**config.mk**
```make
export PLATFORM = sky130hd
export DESIGN_NAME = pad_gpio_ctrl
export DESIGN_NICKNAME = d
export VERILOG_FILES = /design/src/rtl/pad_gpio_pkg.sv /design/src/rtl/pad_gpio_filter.sv /design/src/rtl/pad_gpio_ctrl.sv
export SDC_FILE = /design/constraint.sdc
export NUM_CORES = 1
export LEC_CHECK = 0
export CAP_MARGIN = 20
export CORE_MARGIN = 4
export CORE_UTILIZATION = 43
export CTS_BUF_LIST = sky130_fd_sc_hd__clkbuf_4 sky130_fd_sc_hd__clkbuf_8 sky130_fd_sc_hd__clkbuf_16
export DETAILED_ROUTE_END_ITERATION = 10
export PLACE_DENSITY = 0.81
export REMOVE_ABC_BUFFERS = 1
export SYNTH_ARGS = -nofsm -noshare
export SYNTH_HDL_FRONTEND = slang
export SYNTH_SLANG_ARGS = --single-unit
```
**constraint.sdc**
```tcl
create_clock -name clk_i -period 1.5 [get_ports clk_i]
set_clock_uncertainty 0.2 [all_clocks]
set_input_delay 0.3 -clock clk_i [delete_from_list [all_inputs] [get_ports clk_i]]
set_output_delay 0.3 -clock clk_i [all_outputs]
set_load 0.01 [all_outputs]
```
**src/rtl/pad_gpio_pkg.sv**
```systemverilog
// Shared definitions for the padring-side GPIO controller: register map,
// bus widths, the register request payload and the filter counter width.
package pad_gpio_pkg;

  localparam int unsigned DATA_W = 32;
  localparam int unsigned ADDR_W = 3;

  localparam logic [ADDR_W-1:0] ADDR_OUT          = 3'd0;
  localparam logic [ADDR_W-1:0] ADDR_OEN          = 3'd1;
  localparam logic [ADDR_W-1:0] ADDR_IE           = 3'd2;
  localparam logic [ADDR_W-1:0] ADDR_IN           = 3'd3;
  localparam logic [ADDR_W-1:0] ADDR_INTR_STATE   = 3'd4;
  localparam logic [ADDR_W-1:0] ADDR_INTR_EN_RISE = 3'd5;
  localparam logic [ADDR_W-1:0] ADDR_INTR_EN_FALL = 3'd6;
  localparam logic [ADDR_W-1:0] ADDR_RSVD         = 3'd7;

  // One register bus request as seen on the cycle it is presented.
  typedef struct packed {
    logic              we;
    logic [ADDR_W-1:0] addr;
    logic [DATA_W-1:0] wdata;
  } reg_req_t;

  // Filter counter width: clog2 of the stability window, at least one bit.
  function automatic int unsigned cnt_width(input int unsigned cycles);
    return (cycles > 1) ? $clog2(cycles) : 1;
  endfunction

endpackage

```
**src/rtl/pad_gpio_filter.sv**
```systemverilog
// One pin's input conditioning: two-flop synchronizer, stability filter and
// rise/fall detection on the filtered level.
// Ports:
//   clk_i, rst_ni   clock, async active-low reset
//   raw_i           pad input already gated by input enable
//   filt_o          filtered level (registered)
//   rise_c_o        combinational: filtered level went 0->1 on the last edge
//   fall_c_o        combinational: filtered level went 1->0 on the last edge
module pad_gpio_filter
  import pad_gpio_pkg::*;
#(
  parameter int unsigned FILT_CYCLES = 4
) (
  input  logic clk_i,
  input  logic rst_ni,
  input  logic raw_i,
  output logic filt_o,
  output logic rise_c_o,
  output logic fall_c_o
);

  localparam int unsigned     CW      = cnt_width(FILT_CYCLES);
  localparam logic [CW-1:0]   CNT_MAX = CW'(FILT_CYCLES - 1);

  logic          s1_q, s2_q;
  logic          filt_q, filt_d;
  logic          prev_q;
  logic [CW-1:0] cnt_q, cnt_d;

  // Accept a new level only after it has differed from filt for FILT_CYCLES
  // consecutive samples; any return to the current level restarts the count.
  always_comb begin
    filt_d = filt_q;
    cnt_d  = '0;
    if (s2_q != filt_q) begin
      if (cnt_q == CNT_MAX) begin
        filt_d = s2_q;
      end else begin
        cnt_d = cnt_q + CW'(1);
      end
    end
  end

  always_ff @(posedge clk_i or negedge rst_ni) begin
    if (!rst_ni) begin
      s1_q   <= 1'b0;
      s2_q   <= 1'b0;
      filt_q <= 1'b0;
      prev_q <= 1'b0;
      cnt_q  <= '0;
    end else begin
      s1_q   <= raw_i;
      s2_q   <= s1_q;
      filt_q <= filt_d;
      prev_q <= filt_q;
      cnt_q  <= cnt_d;
    end
  end

  assign filt_o   = filt_q;
  assign rise_c_o = filt_q & ~prev_q;
  assign fall_c_o = ~filt_q & prev_q;

endmodule

```
**src/rtl/pad_gpio_ctrl.sv**
```systemverilog
// Core-side GPIO controller for one padring side: register file driving the
// pad output bundle, filtered input path and a level interrupt.
// Ports:
//   clk_i, rst_ni                 clock, async active-low reset
//   reg_req_i/we_i/addr_i/wdata_i single-cycle register request
//   reg_rvalid_o, reg_rdata_o     read response one cycle after a read
//   pad_din_i                     raw pad input
//   pad_dout_o/oen_o/ie_o         pad data, active-low enable, input enable
//   pad_tech_cfg_o                constant tech configuration
//   intr_o                        level interrupt, OR of pending state
module pad_gpio_ctrl
  import pad_gpio_pkg::*;
#(
  parameter int unsigned             NPINS       = 9,
  parameter int unsigned             CFGW        = 18,
  parameter int unsigned             FILT_CYCLES = 4,
  parameter logic [NPINS*CFGW-1:0]   CFG_DEFAULT = '0
) (
  input  logic                    clk_i,
  input  logic                    rst_ni,
  input  logic                    reg_req_i,
  input  logic                    reg_we_i,
  input  logic [ADDR_W-1:0]       reg_addr_i,
  input  logic [DATA_W-1:0]       reg_wdata_i,
  output logic                    reg_rvalid_o,
  output logic [DATA_W-1:0]       reg_rdata_o,
  input  logic [NPINS-1:0]        pad_din_i,
  output logic [NPINS-1:0]        pad_dout_o,
  output logic [NPINS-1:0]        pad_oen_o,
  output logic [NPINS-1:0]        pad_ie_o,
  output logic [NPINS*CFGW-1:0]   pad_tech_cfg_o,
  output logic                    intr_o
);

  reg_req_t         req;
  logic             wr, rd;
  logic [NPINS-1:0] wbits;
  logic             unused_wdata;

  logic [NPINS-1:0] out_q, out_d;
  logic [NPINS-1:0] oen_q, oen_d;
  logic [NPINS-1:0] ie_q, ie_d;
  logic [NPINS-1:0] state_q, state_d;
  logic [NPINS-1:0] en_rise_q, en_rise_d;
  logic [NPINS-1:0] en_fall_q, en_fall_d;
  logic             intr_q, intr_d;
  logic             rvalid_q, rvalid_d;
  logic [DATA_W-1:0] rdata_q, rdata_d;

  logic [NPINS-1:0] raw, filt, rise, fall, clr;

  assign req   = '{we: reg_we_i, addr: reg_addr_i, wdata: reg_wdata_i};
  assign wr    = reg_req_i & req.we;
  assign rd    = reg_req_i & ~req.we;
  assign wbits = req.wdata[NPINS-1:0];
  // Write data bits above NPINS are architecturally ignored.
  assign unused_wdata = ^req.wdata;

  // Disabled inputs read as 0 before entering the synchronizer.
  assign raw = pad_din_i & ie_q;

  for (genvar i = 0; i < NPINS; i++) begin : g_pin
    pad_gpio_filter #(
      .FILT_CYCLES(FILT_CYCLES)
    ) u_filter (
      .clk_i    (clk_i),
      .rst_ni   (rst_ni),
      .raw_i    (raw[i]),
      .filt_o   (filt[i]),
      .rise_c_o (rise[i]),
      .fall_c_o (fall[i])
    );
  end

  // Register writes, W1C with set-wins priority, and read response.
  always_comb begin
    out_d     = out_q;
    oen_d     = oen_q;
    ie_d      = ie_q;
    en_rise_d = en_rise_q;
    en_fall_d = en_fall_q;
    clr       = '0;
    rvalid_d  = rd;
    rdata_d   = '0;

    if (wr) begin
      case (req.addr)
        ADDR_OUT:          out_d     = wbits;
        ADDR_OEN:          oen_d     = wbits;
        ADDR_IE:           ie_d      = wbits;
        ADDR_INTR_STATE:   clr       = wbits;
        ADDR_INTR_EN_RISE: en_rise_d = wbits;
        ADDR_INTR_EN_FALL: en_fall_d = wbits;
        default: ;
      endcase
    end

    state_d = (state_q & ~clr) | (rise & en_rise_q) | (fall & en_fall_q);
    intr_d  = |state_q;

    if (rd) begin
      case (req.addr)
        ADDR_OUT:          rdata_d = DATA_W'(out_q);
        ADDR_OEN:          rdata_d = DATA_W'(oen_q);
        ADDR_IE:           rdata_d = DATA_W'(ie_q);
        ADDR_IN:           rdata_d = DATA_W'(filt);
        ADDR_INTR_STATE:   rdata_d = DATA_W'(state_q);
        ADDR_INTR_EN_RISE: rdata_d = DATA_W'(en_rise_q);
        ADDR_INTR_EN_FALL: rdata_d = DATA_W'(en_fall_q);
        ADDR_RSVD:         rdata_d = '0;
        default:           rdata_d = '0;
      endcase
    end
  end

  always_ff @(posedge clk_i or negedge rst_ni) begin
    if (!rst_ni) begin
      out_q     <= '0;
      oen_q     <= '1;
      ie_q      <= '0;
      state_q   <= '0;
      en_rise_q <= '0;
      en_fall_q <= '0;
      intr_q    <= 1'b0;
      rvalid_q  <= 1'b0;
      rdata_q   <= '0;
    end else begin
      out_q     <= out_d;
      oen_q     <= oen_d;
      ie_q      <= ie_d;
      state_q   <= state_d;
      en_rise_q <= en_rise_d;
      en_fall_q <= en_fall_d;
      intr_q    <= intr_d;
      rvalid_q  <= rvalid_d;
      rdata_q   <= rdata_d;
    end
  end

  assign pad_dout_o     = out_q;
  assign pad_oen_o      = oen_q;
  assign pad_ie_o       = ie_q;
  assign pad_tech_cfg_o = CFG_DEFAULT;
  assign intr_o         = intr_q;
  assign reg_rvalid_o   = rvalid_q;
  assign reg_rdata_o    = rdata_q;

endmodule

```
Word-level counts from Yosys, hierarchy flattened. Index checks and enable logic that the tools add are counted.

Output and inout bits: 223. Bits in registers: 142. Input bits: 48.

Equality and inequality tests: 25. Bitwise operators: 46. Muxes and demuxes: 22. Reduce and logical (&&, ||, !) cells: 16. Add/subtract/negate cells: 9.

Operators with widths (number): one-hot mux 32 bit (8 select lines) (1); bitwise AND 9 bit (4); two-way mux 2 bit (18); two-way mux 32 bit (1); AND reduction 2 bit (14); bitwise AND 1 bit (20); inverter 1 bit (19); adder 2 x 1 -> 2 bit (second input constant) (9); equality test 2 bit (second input constant) (9); two-way mux 9 bit (2); OR 9 bit (2); equality test 3 bit (second input constant) (4); inequality test 1 bit (9); inverter 9 bit (1); OR reduction 9 bit (1); equality test 3 x 2 -> 1 bit (second input constant) (2); equality test 3 x 1 -> 1 bit (second input constant) (1); logical NOT 3 bit (1).

Longest topological paths before layout.
Depth in word-level cells: 7. Depth in mapped cells: 6. Mapped depth without buffers: 4.

Cells and area by module. Synthesis repeated with hierarchy kept, for this count alone.

Cell total of the unflattened synthesis: 581. Area, all modules: 6391.1 um^2.

By module, submodules not included: pad_gpio_ctrl (instances 1, cells each 464, area each 4476.8 um^2, sequential area each 1637.8 um^2); pad_gpio_filter (instances 9, cells each 13, area each 212.7 um^2, sequential area each 150.1 um^2).

Worst setup path before layout. No wires, ideal clock.

Kind: in2reg. Start: input port reg_addr_i[1]. End: register out_q[0], in the netlist pad_dout_o[0]. Arrival time: 1.401 ns. Slack: -0.226 ns. Stages: 5. Cells stage by stage: buf_6 > or3_1 > buf_2 > nor2_8 > mux2_2.

Longest elaborated chain between the ends: 2.

Ends and longest elaborated chain: from (decl) (RTL line pad_gpio_ctrl.sv:23) `input logic [ADDR_W-1:0] reg_addr_i,`; logical NOT 3 bit (RTL line pad_gpio_ctrl.sv:87) `case (req.addr)`; AND reduction 2 bit (no source line); to (signal assigned) (RTL line pad_gpio_ctrl.sv:128) `out_q <= out_d;`; to (decl) (RTL line pad_gpio_ctrl.sv:40) `logic [NPINS-1:0] out_q, out_d;`.

Every way passes these cells. A chain may end at the register's enable or synchronous reset.

Worst setup path in the final report.
Start: register oen_q[3], in the netlist pad_oen_o[3]. End: output port pad_oen_o[3].

RTL lines: from (decl) (RTL line pad_gpio_ctrl.sv:41) `logic [NPINS-1:0] oen_q, oen_d;`; from (signal assigned) (RTL line pad_gpio_ctrl.sv:129) `oen_q <= oen_d;`; to (decl) (RTL line pad_gpio_ctrl.sv:29) `output logic [NPINS-1:0] pad_oen_o,`.

No word-level cell between the ends.

==> flow_metrics.tcl <==
set metrics [dict create \
    die_w_um 129 \
    place_hpwl_um 9280 \
    synthArstFlopShare_pct 100 \
    period_share_pct 106 \
    crit_family "flip-flops" \
    path_clk_slew_ns 0.05 \
    slew_violations 0 \
    fin_nets 747 \
    drv_cap 0 \
    start_kind "register" \
    layout-area-overhead-vs-synth_pct 18.9 \
    syn_inst 557 \
    largest_register "g_pin.u_filter.cnt_q" \
    synth_seq_area_share_pct 47.3 \
    die_area_um2 16700 \
    cp_cell_sequence "buf_6" \
    grt_overflow 0 \
    power_density_nw_per_um2 1390 \
    violations "setup timing" \
    hold_ws_ns 0.146 \
    cts_sinks 119 \
    setup_viol_count_final 9 \
    vdd_ir_drop_max_v 0.000987 \
    antenna_found_initial 0 \
    grt_pass1_wl_um 20400 \
    placed_cells 840 \
    ant_nets 0 \
    path_class "register to primary output" \
    p_comb_share_pct 20.3 \
    hp-class "register to register" \
    regArea_um2 2990 \
    final_core_util_pct 51.9 \
    drt_iter0_drc 261 \
    fmax_mhz 627 \
    grt.total_usage_pct 15.9 \
    totalWireLength_um 13400 \
    die_h_um 129 \
    p_sw_mw 2.87 \
    cts_buffer_depth 2 \
    dr.pass1.iters 4 \
    rsz0062_at_grt "yes" \
    run_status "complete, but fails checks" \
    grt_pass1_vias 3834 \
    gp_congestion 0.865 \
    worst-path-max-fanout 2 \
    route.detailed.drc 0 \
    cts_buffers 17 \
    max_stage_delay_ns 0.57 \
    cts_tree "done" \
    fillerInstances 1235 \
    dr_total_vias 3919 \
    yosysMostFrequentCell "buf_4" \
    total_leakage_power_nw 3.87 \
    ys_dominant_reg_cell "dfrtp_1" \
    sw_frac_of_total_pct 27.4 \
    synth-edff-count 0 \
    avgRoutedWirePerCell_um 15.1 \
    pwr-share-clk_pct 38.6 \
    ys_top_cells_by_count "186 x buf_4, 110 x dfrtp_1, 55 x mux2_2, 26 x nand2_1" \
    largest_register_ffs 18 \
    grt_max_degree 69 \
    synth_top_area_share_pct 43.5 \
    ys_ff_latch 119 \
    io_buffer_count 62 \
    synth_area_um2 6320 \
    hold_violations 0 \
    clock_insertion_delay_worst_skew_ns 0.41 \
    worst_ep_arrival_time_ns 1.09 \
    vias_per_cell 4.42 \
    cp.required_ns 1.00 \
    synth_area_leader_cell "dfrtp_1" \
    drive_gt1_share_pct 31.3 \
    synth.area.top_cells "dfrtp_1 44%, buf_4 22%, mux2_2 9.8%" \
    initial_utilization_pct 43.7 \
    seqPwrFrac_pct 41.1 \
    yosysUniqueCellTypes 45 \
    crit_path_end_kind "primary output" \
    instances_no_fill 887 \
    num_io_pins 271 \
    period_minus_slack_ns 1.59 \
    cts-root-buf "clkbuf_16" \
    yosysWarnings 0 \
    cp_num_buf_inv 1 \
    cpMaxStageDelayCell "dfstp_2" \
    dp_slack_ns -0.778 \
    fin_ws_ns -0.0939 \
    row_count 44 \
    htree_num_levels 4 \
    tns_ns -0.596 \
    diodes 0 \
    avgSynthCellArea_um2 11.3 \
    multi_input_area_um2 2630 \
    power.internal_mw 7.59 \
    core_um2 14500 \
]
final cells by class:
class	instances	share of cell area (%)
sequential	119	39.8
inverter	4	0.200
clock inverter	8	1.26
multi-input combinational	423	35.0
clock buffer	24	6.69
timing repair buffer	125	14.0
tap	184	3.06
layout by cell type (no fill, tap or decap), types with 8 or more instances in the layout:
cell type,netlist,routed
buf_2,6,28
mux2_2,55,55
clkdlybuf4s50_1,0,18
o21ai_0,12,11
a21oi_1,15,13
nor3_1,8,8
dfstp_2,9,9
and2_1,11,11
dfrtp_1,110,110
buf_4,186,50
ha_1,9,9
buf_6,1,18
nand2_1,26,26
conb_1,1,185
nor2b_1,15,15
mux2i_1,9,9
nor2_1,8,8
a21o_1,9,9
clkbuf_16,0,17
final timing paths:
path	startpoint	endpoint	slack, ns	cells past startpoint
worst max-delay path	pad_oen_o[3]$_DFFE_PN1P_	pad_oen_o[3]	-0.09	1
min in group asynchronous	rst_ni	g_pin[8].u_filter.s1_q$_DFF_PN0_	0.21	3
worst max register to register	pad_oen_o[6]$_DFFE_PN1P_	reg_rdata_o[6]$_DFF_PN0_	0.01	5
max in group asynchronous	rst_ni	pad_oen_o[3]$_DFFE_PN1P_	0.53	3
worst min register to register	g_pin[5].u_filter.s1_q$_DFF_PN0_	g_pin[5].u_filter.s2_q$_DFF_PN0_	0.15	0
worst min-delay path	g_pin[5].u_filter.s1_q$_DFF_PN0_	g_pin[5].u_filter.s2_q$_DFF_PN0_	0.15	0
logic make-up (layout without fill, tap and decap cells):
group | after synthesis | count (layout) | share of synthesized area, %
and+or+nand+nor | 93 | 94 | 8.71
buffers and inverters | 200 | 161 | 23.2
xor gates and xnor gates | 9 | 9 | 1.25
adders and majority gates | 9 | 9 | 1.78
other | 1 | 185 | 0.0593
AOI/OAI and AO/OA | 62 | 62 | 6.53
DFF | 119 | 119 | 47.3
muxes | 64 | 64 | 11.2
worst register-to-register path, delay by kind of cell, from the launching register on:
kind | cells | cell delay [ns]
and+or+nand+nor | 1 | 0.05
buffers and inverters | 1 | 0.11
DFF | 1 | 0.56
AOI/OAI and AO/OA | 3 | 0.49
what timing repair did:
action                     in CTS  in global routing
setup buffers                   6                  6
gates resized for setup       177                 18
hold buffers                    1                  0
hold endpoints to repair      115                  0
cloned                          1                  1
setup endpoints to repair     101                 38
pin swaps                       5                  6
per-stage QoR:
step / total power [mW] / instance area [um^2]
after floorplan: 5.28 / 5560
after global placement: 6.32 / 6840
after detailed placement: 6.39 / 6840
after CTS: 10.4 / 7400
after global routing: 11.0 / 7520
final: 10.5 / 7520
layer usage:
metal / track usage, % / wire length, um / up-vias / part of all wire (%)
li1: - / - / 1774 / -
met1: 20.7 / 5460 / 1938 / 41
met2: 25.1 / 6600 / 185 / 49
met3: 5.32 / 1060 / 22 / 7.9
met4: 5.06 / 302 / 0 / 2.3
met5: 0 / 0 / - / 0
power groups by stage:
stage | sequential [mW] | combinational, mW | clock (mW)
6_report | 4.30 | 2.12 | 4.03
4_1_cts | 4.29 | 2.02 | 4.08
3_5_place_dp | 4.33 | 2.06 | 0
3_3_place_gp | 4.32 | 2.00 | 0
2_1_floorplan | 4.32 | 0.962 | 0
5_1_grt | 4.38 | 2.32 | 4.28
Power figures use the tool's default switching activity.
